### src/rtl/div_arbiter.sv
// div_arbiter
// Shares one sequential divider core (start/ready/done-tick interface) between
// N requesters. Requests are granted round-robin, the winner's operands are
// registered and handed to the core with a one-cycle start pulse, and the
// core's quotient/remainder are returned to the owning requester. A watchdog
// aborts a transaction whose done tick never arrives and reports it through
// rsp_err.
//
// Ports:
//   clk, reset             clock, asynchronous active-high reset
//   req_valid[N]           per-requester request pending
//   req_dvnd/req_dvsr      packed operands, requester i at [i*W +: W]
//   req_ready[N]           one-cycle accept pulse to the granted requester
//   rsp_valid[N]           one-cycle result pulse to the owning requester
//   rsp_quo/rsp_rmd        shared result buses, valid with rsp_valid
//   rsp_err                timeout flag, valid with rsp_valid
//   div_start              start pulse to the core
//   div_dvnd/div_dvsr      registered operands to the core
//   div_quo/div_rmd        core results
//   div_ready, div_done    core idle flag and one-cycle completion tick
//   busy                   transaction in progress
//   owner                  index of current or last granted requester
module div_arbiter #(
    parameter int W   = 32,
    parameter int N   = 4,
    parameter int IW  = 2,
    parameter int TMO = 256
) (
    input  logic            clk,
    input  logic            reset,
    input  logic [N-1:0]    req_valid,
    input  logic [N*W-1:0]  req_dvnd,
    input  logic [N*W-1:0]  req_dvsr,
    output logic [N-1:0]    req_ready,
    output logic [N-1:0]    rsp_valid,
    output logic [W-1:0]    rsp_quo,
    output logic [W-1:0]    rsp_rmd,
    output logic            rsp_err,
    output logic            div_start,
    output logic [W-1:0]    div_dvnd,
    output logic [W-1:0]    div_dvsr,
    input  logic [W-1:0]    div_quo,
    input  logic [W-1:0]    div_rmd,
    input  logic            div_ready,
    input  logic            div_done,
    output logic            busy,
    output logic [IW-1:0]   owner
);

    localparam int WDW = $clog2(TMO + 1);

    typedef enum logic [1:0] {
        IDLE,
        LAUNCH,
        WAIT,
        RESP
    } state_t;

    state_t          state_q, state_d;
    logic [IW-1:0]   rr_ptr_q, rr_ptr_d;
    logic [IW-1:0]   owner_q, owner_d;
    logic [WDW-1:0]  wd_q, wd_d;
    logic [WDW-1:0]  wd_inc;
    logic [W-1:0]    dvnd_q, dvnd_d;
    logic [W-1:0]    dvsr_q, dvsr_d;
    logic [W-1:0]    quo_q, quo_d;
    logic [W-1:0]    rmd_q, rmd_d;
    logic            err_q, err_d;

    logic            found;
    logic            grant;
    logic [IW-1:0]   winner;
    logic [IW-1:0]   cand;

    // Round-robin search: first pending requester starting at rr_ptr, wrapping mod N.
    always_comb begin
        found  = 1'b0;
        winner = rr_ptr_q;
        cand   = '0;
        for (int k = 0; k < N; k++) begin
            cand = IW'((int'(rr_ptr_q) + k) % N);
            if (!found && req_valid[cand]) begin
                found  = 1'b1;
                winner = cand;
            end
        end
    end

    // Reset is included so req_ready reads zero while reset is held, even with
    // requests pending and the core idle.
    assign grant = (state_q == IDLE) && found && div_ready && !reset;

    // Next-state and Moore outputs.
    always_comb begin
        state_d   = state_q;
        rr_ptr_d  = rr_ptr_q;
        owner_d   = owner_q;
        wd_d      = wd_q;
        dvnd_d    = dvnd_q;
        dvsr_d    = dvsr_q;
        quo_d     = quo_q;
        rmd_d     = rmd_q;
        err_d     = err_q;
        req_ready = '0;
        rsp_valid = '0;
        div_start = 1'b0;
        wd_inc    = wd_q + WDW'(1);

        case (state_q)
            IDLE: begin
                if (grant) begin
                    req_ready = N'(1) << winner;
                    dvnd_d    = req_dvnd[winner*W +: W];
                    dvsr_d    = req_dvsr[winner*W +: W];
                    owner_d   = winner;
                    state_d   = LAUNCH;
                end
            end
            LAUNCH: begin
                div_start = 1'b1;
                wd_d      = '0;
                state_d   = WAIT;
            end
            WAIT: begin
                wd_d = wd_inc;
                // A done tick in the timeout cycle still counts as a normal result.
                if (div_done) begin
                    quo_d   = div_quo;
                    rmd_d   = div_rmd;
                    err_d   = 1'b0;
                    state_d = RESP;
                end else if (wd_inc == WDW'(TMO - 1)) begin
                    quo_d   = '0;
                    rmd_d   = '0;
                    err_d   = 1'b1;
                    state_d = RESP;
                end
            end
            RESP: begin
                rsp_valid = N'(1) << owner_q;
                rr_ptr_d  = IW'((int'(owner_q) + 1) % N);
                state_d   = IDLE;
            end
            default: begin
                state_d = IDLE;
            end
        endcase
    end

    // State and datapath registers.
    always_ff @(posedge clk or posedge reset) begin
        if (reset) begin
            state_q  <= IDLE;
            rr_ptr_q <= '0;
            owner_q  <= '0;
            wd_q     <= '0;
            dvnd_q   <= '0;
            dvsr_q   <= '0;
            quo_q    <= '0;
            rmd_q    <= '0;
            err_q    <= 1'b0;
        end else begin
            state_q  <= state_d;
            rr_ptr_q <= rr_ptr_d;
            owner_q  <= owner_d;
            wd_q     <= wd_d;
            dvnd_q   <= dvnd_d;
            dvsr_q   <= dvsr_d;
            quo_q    <= quo_d;
            rmd_q    <= rmd_d;
            err_q    <= err_d;
        end
    end

    assign div_dvnd = dvnd_q;
    assign div_dvsr = dvsr_q;
    assign rsp_quo  = quo_q;
    assign rsp_rmd  = rmd_q;
    assign rsp_err  = err_q;
    assign busy     = (state_q != IDLE);
    assign owner    = owner_q;

endmodule

### config.mk
export PLATFORM = sky130hd
export DESIGN_NAME = div_arbiter
export DESIGN_NICKNAME = d
export VERILOG_FILES = /design/src/rtl/div_arbiter.sv
export SDC_FILE = /design/constraint.sdc
export NUM_CORES = 1
export LEC_CHECK = 0
export CORE_AREA = 4 4 178 180
export DETAILED_ROUTE_END_ITERATION = 10
export DIE_AREA = 0 0 182 184
export GPL_TIMING_DRIVEN = 1
export HOLD_SLACK_MARGIN = 0.1
export PLACE_DENSITY = 0.75
export SLEW_MARGIN = 20
export SYNTH_ARGS = -nofsm -noshare
export SYNTH_HDL_FRONTEND = slang
export SYNTH_SLANG_ARGS = --single-unit
### constraint.sdc
create_clock -name clk -period 5.4 [get_ports clk]
set_input_delay 0.54 -clock clk [delete_from_list [all_inputs] [get_ports clk]]
set_output_delay 0.54 -clock clk [all_outputs]
set_load 0.005 [all_outputs]
### Word-level counts from Yosys, hierarchy flattened

Index checks and enable logic that the tools add are counted.

* bits in registers: 144
* latch bits: 0
* RAM bits: 0
* ROM bits: 0
* input bits: 328
* output and inout port bits: 141
* logic and storage cells: 74
* memories: 0

* $add $sub $neg: 5
* $mul: 0
* divide/modulo/power cells: 0
* order comparisons: 4
* eq/ne operators: 6
* shifts and indexed selects: 4
* muxes and demuxes: 29
* bitwise logic cells: 0
* reduce and logical (&&, ||, !) cells: 17

Operator list (count)
* $shiftx 128x8->32: 2
* $mux 32: 3
* $pmux 9 s2: 1
* $lt 2x3->1 const B: 4
* $mux 2: 6
* $mux 4: 3
* $mux 1: 11
* $add 9x1->9 const B: 1
* $eq 9x8->1 const B: 1
* $bmux 1 s2: 4
* $pmux 2 s4: 1
* $shl 1x2->4 const A: 2
* $logic_and 1x1->1: 6
* $reduce_and 2->1: 3
* $reduce_bool 2->1: 3
* $add 2x1->2 const B: 2
* $add 2x2->2 const B: 2
* $eq 2x2->1 const B: 2
* $logic_not 1->1: 4
* $ne 3x3->1 const B: 1
* $eq 2x1->1 const B: 1
* $logic_not 2->1: 1
* $ne 2x2->1 const B: 1

### Depth between registers and ports, before layout

Gate-level depths: netlist (run 1).

* depth in word-level cells: 17
* depth in mapped cells: 9
* mapped depth without buffers: 6

### Worst setup path before layout (run 1)

No wires, ideal clock.

* kind: in2out
* start point: input port reset
* end point: output port req_ready[2]
* arrival: 4683 ps
* data required time: 4860 ps
* setup slack: 177 ps
* cell stages on the path: 7
* path buffers: 3
* path through: inv_1 and4_1 buf_2 nand2_1 buf_4 buf_2 nor2_1

* longest elaborated chain between the ends: 4

RTL lines
* from (decl): RTL line 30 `input logic reset,`
* $logic_not 1->1 (no source line)
* $logic_and 1x1->1: RTL line 91 `assign grant = (state_q == IDLE) && found && div_ready && !reset;`
* $mux 4: RTL line 111 `if (grant) begin`
* $mux 4: RTL line 109 `case (state_q)`
* to (decl): RTL line 34 `output logic [N-1:0] req_ready,`

No other way between the ends.

### Worst setup path in the final report (run 1)

* start point: input port req_valid[2]
* end point: output port req_ready[3]

* longest elaborated chain between the ends: 17
* elaborated cells between the ends (all ways): 27
* classes of those cells: shift: 1; mux: 17; reduce/logical: 9

RTL lines
* from (decl): RTL line 31 `input logic [N-1:0] req_valid,`
* $bmux 1 s2: RTL line 82 `if (!found && req_valid[cand]) begin`
* $mux 1 (not written as such): RTL line 82
* $mux 1: RTL line 82
* $logic_not 1->1: RTL line 82
* $logic_and 1x1->1: RTL line 82
* $mux 1: RTL line 82
* $logic_not 1->1: RTL line 82
* $logic_and 1x1->1: RTL line 82
* $mux 1: RTL line 82
* $logic_not 1->1: RTL line 82
* $logic_and 1x1->1: RTL line 82
* $mux 1: RTL line 82
* $logic_and 1x1->1 (3 in a row): RTL line 91
* $mux 4 (*): RTL line 111
* $mux 4 (*): RTL line 109

Mark *: on every way between the ends. The rest lies on a longest branch, timed or not. The select of a mux whose other input is x is not followed.

==> impl_results.md, run 1 <==
- CTS tree: yes
- Die X: 182 um
- # clock sinks: roughly 140
- Post-synthesis sequential area ratio: ~43%
- Synth async-reset ratio: 100.0%
- Synth warn: 0
- Post-synth top flop: dfrtp_1
- Worst slew margin: 34.87%
- CP Capture Type: output port
- Switching share of power: between 30% and 40%
- Status: finished, final reports clean
- Routed wire length: 34,960 um
- Sequential group share of total power: 29.5%
- NumNets Final: 1,601
- Hold Vio Cnt, Final: 0
- Std cell rows: 64
- Hpwl dp: 26,050 um
- Comb pwr share: 51.6%
- GR Util All Layers: between 10% and 20%
- IR drop worst, VDD: 0.0002368 V
- CP Data Required Time: between 4 and 5 ns
- Post-Synthesis Cell Area: between 8000 and 9000 um^2
- Starting Density: between 20% and 30%
- Power Density: between 400 and 500 nW/um^2
- Vias in the first global route: approximately 9k
- Critical path class: in -> out
- Die Height: 184 um
- Initial DRC count: between 400 and 500
- Total number of vias: between 8k and 9k
- Worst-path maximum fanout: 37
- Pleak: between 5 and 6 nW
- Core box area: just over 30,000 um^2
- Filler cells: about 2.8k
- Die area: 33,490 um^2
- Pin count of the biggest net entering global routing: just over 70
- Residual DRC: 0
- Setup_tns: 0 ns
- Cell internal pwr: just over 4 mW
- Clk pwr share: roughly a fifth
- Top-Level Pins: roughly 470
- CP arrival: 3.29 ns
- Htree depth: 4
- Final setup viols: 0
- EDFF count, synth: 0
- Instance count of the mapped netlist: 840
- Syn_nets: between 1k and 1.5k
- RSZ-0062 raised after global routing: false
- Final min period: approximately 3.8 ns
- Crit path launch type: input port
- P&R area growth vs syn: 65.47%
- Most frequent cells in the layout: clkdlybuf4s50_1 (468), dfrtp_1 (144), inv_1 (76), a22oi_1 (64), mux2i_1 (57)
- Finished Core Util: a little under half
- Yosys reg bits: approximately 140
- Crit share post-route: a little under three quarters
- Worst Tran Pin Value: 0.9769 ns
- Final Max Slew Viols: 0
- Number of max-cap violations: 0
- Syn avg cell area: roughly 10 um^2
- GRT overflow: 0
- Clock buffer depth: 2
- CTS Hold Bufs: 0
- TritonCTS Buffers: 17
- # resized after CTS: 0
- Synth unique cells: 57
- Initial antenna violation count: 2
- First-pass GRT wire length: roughly 53,000 um
- Layout cell share with drive strength beyond 1: under 10%
- Initial DRT Pass Iterations: 5
- Setup bufs post-CTS: 0
- CTS clk-pin slew, worst paths: around 0.07 ns
- Clock root cell: clkbuf_16
- IO Port Bufs: ~470
- Switching power: 2.403 mW
- Drt via density: between 5 and 6
- Worst min-delay path class: in -> async
- Fmax: approximately 0.26 GHz
- Routed len/inst: 20.91 um
- Antenna violation net count after detailed routing: 0
- Clock Skews: approximately 0.012 ns
- Worst-Skew Late Latency: ~0.42 ns
- Most common cell after layout, fill and taps aside: clkdlybuf4s50_1
- RD Place Congestion: approximately 0.9
==> final timing paths <==
check                        startpoint           end  slack, ns  depth (start not counted)
setup / recovery           req_valid[2]  req_ready[3]       1.57                          7
hold / removal                    reset   rsp_rmd[21]       0.48                          2
setup reg to reg            rr_ptr_q[0]  div_dvnd[30]       2.38                          7
hold reg to reg            div_dvnd[17]  div_dvnd[17]       0.49                          2
max in group asynchronous         reset   rsp_quo[28]       3.61                          3
min in group clk           div_dvnd[17]  div_dvnd[17]       0.49                          2
==> power groups by stage <==
stage | clock network (mW) | logic [mW] | registers, mW
after global placement | 0 | 3.27 | 1.90
after CTS | 1.25 | 3.37 | 1.91
after detailed placement | 0 | 3.36 | 1.91
after global routing | 1.30 | 3.62 | 1.97
after floorplan | 0 | 1.72 | 1.89
final | 1.22 | 3.34 | 1.91
==> cells in the mapped netlist, types with 3 or more instances <==
master | instances | area, um^2
nor2_1 | 12 | 45.04
dfrtp_1 | 144 | 3603
nand2_1 | 41 | 153.9
o31ai_1 | 36 | 270.3
a21oi_1 | 39 | 195.2
a22oi_1 | 64 | 480.5
o21ai_0 | 19 | 95.09
o21ai_1 | 5 | 25.02
o22ai_1 | 4 | 25.02
and2_1 | 7 | 43.79
nand3_1 | 6 | 30.03
o22a_1 | 36 | 315.3
o21ai_2 | 52 | 455.4
mux2i_1 | 57 | 570.6
inv_1 | 77 | 289.0
buf_12 | 6 | 120.1
nand4_1 | 38 | 237.7
o221ai_1 | 26 | 227.7
o21bai_1 | 3 | 22.52
ha_1 | 10 | 125.1
a221o_1 | 36 | 360.4
buf_2 | 17 | 85.08
clkbuf_1 | 53 | 198.9
buf_4 | 4 | 30.03
nor2b_1 | 3 | 18.77
xnor2_1 | 3 | 26.28
==> worst max-delay path: stages <==
cell,delay (ns)
clkdlybuf4s50_1,0.59
o21bai_1,0.36
a21o_1,0.17
buf_4,0.36
nand3_4,0.48
nor2_1,0.25
clkdlybuf4s50_1,0.52
==> metrics by stage <==
step           cell area, um^2  power, mW  setup WS [ns]  std cells  hold WS, ns
2_1_floorplan             8428      3.603         0.1767        840       0.4799
3_3_place_gp             13360      5.173          1.656       1640       0.4690
3_5_place_dp             13360      5.273          1.559       1640       0.4759
4_1_cts                  13940      6.526          1.555       1671       0.4785
5_1_grt                  13950      6.893          1.359       1672       0.4837
6_report                 13950      6.462          1.568       1672       0.4816
==> cell type report <==
| type | instances | area (um^2) | share of cell area [%] |
|---|---|---|---|
| Sequential cell | 144 | 3603 | 25.84 |
| Clock buffer | 18 | 429.2 | 3.077 |
| Multi-Input combinational cell | 537 | 4154 | 29.79 |
| Clock inverter | 13 | 151.4 | 1.086 |
| Tap cell | 396 | 495.5 | 3.553 |
| Antenna cell | 1 | 2.502 | 0.01794 |
| Timing Repair Buffer | 485 | 4812 | 34.51 |
| Inverter | 78 | 297.8 | 2.135 |
==> logic make-up (layout without fill, tap and decap cells) <==
logic type	Yosys count	after routing	share of synthesized area (%)
flip-flops	144	144	42.76
other	0	1	0
AND/OR/NAND/NOR	123	123	7.720
multiplexers	59	59	7.037
buffers and inverters	159	594	8.670
AO/OA/AOI/OAI	342	342	32.02
adder cells (fa/ha/maj)	10	10	1.485
XOR/XNOR	3	3	0.3118
==> layer usage <==
metal	global-route usage [%]	routed length, um	vias to the layer above
li1	-	-	4039
met1	23.41	13250	4322
met2	32.84	17270	437
met3	7.361	3512	53
met4	7.085	931	0
met5	0	0	-
==> sequential cells by signal (all words and copies together) (netlist names) <==
register and flops:
div_dvnd 32, div_dvsr 32, owner 2, rr_ptr_q 2, rsp_err 1, rsp_quo 32
rsp_rmd 32, state_q 2, wd_q 9
(Power assumes the default switching activity.)
==> run 2, diff against run 1 <==
CORE_AREA = 4 4 181 183   (was 4 4 178 180)
DIE_AREA = 0 0 185 187   (was 0 0 182 184)
PLACE_DENSITY = 0.71   (was 0.75)
clock period = 3.6 ns   (was 5.4 ns; I/O delays follow)
==> impl_results.md, run 2 (synthesized netlist as in run 1, its figures left out) <==
- P&R area growth vs syn: 67.31%
- Power Density: 702.9 nW/um^2
- NumNets Final: about 1.6k
- Worst-path maximum fanout: 15
- Buf+Inv Stages, Crit Path: 2
- Drt via density: 5.162
- Clock root cell: clkbuf_16
- Critical path's largest stage delay: ~0.63 ns
- Worst-Skew Late Latency: between 0.4 and 0.5 ns
- Switching share of power: between 30 and 40%
- First-pass GRT wire length: about 53,000 um
- Final setup viols: 0
- Vias in the first global route: about 9k
- Slowest cell on the critical path: or4_1
- Worst min-delay path class: reg -> reg
- CTS clk-pin slew, worst paths: approximately 0.060 ns
- Final Max Slew Viols: 0
- Comb pwr share: 51.5%
- Critical path class: in -> out
- Top-Level Pins: 469
- Fmax: between 0.3 and 0.4 GHz
- Minimum hold slack: between 0.4 and 0.5 ns
- Worst Tran Pin Value: 0.8710 ns
- CTS Hold Bufs: 0
- Starting Density: roughly 27%
- Switching power: 3.691 mW
- Residual DRC: 0
- Pin count of the biggest net entering global routing: 115
- # resized after CTS: 0
- Routed len/inst: around 21 um
- Clock buffer depth: 2
- Placed cell areas: 13,480 um^2
- RD Place Congestion: a little over 0.8
- GRT overflow: 0
- Htree depth: 4
- # clock sinks: ~140
- Final min period: 3.080 ns
- IO Port Bufs: ~470
- Initial DRC count: around 430
- Clock Skews: 0.01495 ns
- Design area: ~14,000 um^2
- Die Height: roughly 190 um
- Sequential group share of total power: between 20% and 30%
- Cell internal pwr: 6.220 mW
- CP delay by family, top: simple AND/OR/NAND/NOR gates
- RSZ-0062 raised after global routing: false
- IR drop worst, VDD: roughly 0.00036 V
- Initial antenna violation count: 2
- GR Util All Layers: between 10% and 20%
- Number of max-cap violations: 0
- CP Data Required Time: approximately 3.2 ns
- Most common cell after layout, fill and taps aside: clkdlybuf4s50_1
- Std cell rows: 65
- Hold Vio Cnt, Final: 0
- Setup bufs post-CTS: 0
- Most frequent cells in the layout: clkdlybuf4s50_1 (468), dfrtp_1 (144), inv_1 (76), a22oi_1 (64), mux2i_1 (57)
- Hpwl dp: between 20,000 and 30,000 um
- Pleak: 5.854 nW
- CP Capture Type: output port
- Antenna violation net count after detailed routing: 0
- Die area: roughly 35,000 um^2
- Crit share post-route: approximately 86%
- Most common cell type on the critical path: clkdlybuf4s50_1
- Core box area: between 30,000 and 40,000 um^2
- Routed wire length: ~36,000 um
- Layout cell share with drive strength beyond 1: 10.06%
- Initial DRT Pass Iterations: 5
- Status: finished, final reports clean
- TritonCTS Buffers: 17
- Total number of vias: about 8.7k
- Crit path launch type: input port
- CTS tree: yes
- CP arrival: 2.72 ns
- CP cell instances: clkdlybuf4s50_1 > or4_1 > and4_2 > o21ai_4 > nor2_2 > clkdlybuf4s50_1
- Die X: 185 um
- Clk pwr share: ~20%
- Worst slew margin: between 40% and 50%
-- run 2: changes by cell type in the layout (fill, tap and decap cells not counted), sizes merged --
cell | before | now
inv | 84 | 82
bufinv | 2 | 3
clkinv | 2 | 3
buf | 17 | 24
-- run 2: metal layers --
layer / wire length, um / vias up / GRT usage [%]
met5: 7 / - / 0
met4: 793 / 2 / 5.590
met3: 3367 / 45 / 6.651
met2: 17980 / 371 / 34.25
met1: 13370 / 4227 / 22.19
li1: - / 4053 / -
-- run 2: power groups by stage --
stage	clock network (mW)	logic [mW]	registers (mW)
floorplan	0	2.61	2.83
global placement	0	5.04	2.85
detailed placement	0	5.14	2.88
global route	2.06	5.53	2.96
finish	1.94	5.11	2.87
CTS	1.99	5.17	2.87
-- run 2: layout make-up --
| cell class | instances | area (um^2) |
|---|---|---|
| diodes | 1 | 2.502 |
| flip-flops and latches | 144 | 3603 |
| inverters | 78 | 296.5 |
| multi-input cells | 537 | 4177 |
| repair buffers | 492 | 4902 |
| clock inverters | 13 | 177.7 |
| well taps | 402 | 503.0 |
| fillers | 2925 | 17130 |
| clock buffers | 18 | 439.2 |
-- run 2: worst paths after layout --
check	start	to	slack [ns]	cells after the start
hold reg to reg	div_dvsr[24]	div_dvsr[24]	0.49	2
hold / removal	div_dvsr[24]	div_dvsr[24]	0.49	2
setup / recovery	req_valid[1]	req_ready[0]	0.52	6
max in group asynchronous	reset	div_dvnd[21]	2.50	3
min in group asynchronous	reset	div_dvsr[2]	0.51	3
setup reg to reg	wd_q[2]	rsp_quo[7]	1.09	6
-- run 2: through the flow --
stage	TNS (ns)	utilization, %	setup WS, ns	cells	power [mW]
after global placement	0	43.17	0.5425	1653	7.894
after detailed placement	0	43.17	0.5203	1653	8.028
after global routing	0	45.15	0.3958	1685	10.55
after floorplan	-9.823	-	-0.2992	840	5.437
after CTS	0	45.14	0.4951	1684	10.03
final	0	45.15	0.5203	1685	9.912
-- run 2: tightest hold or removal path: cells and delay by family (launching register included) --
kind | cells | cell delay (ns)
compound gates | 1 | 0.06
flops | 1 | 0.34
simple gates | 1 | 0.05
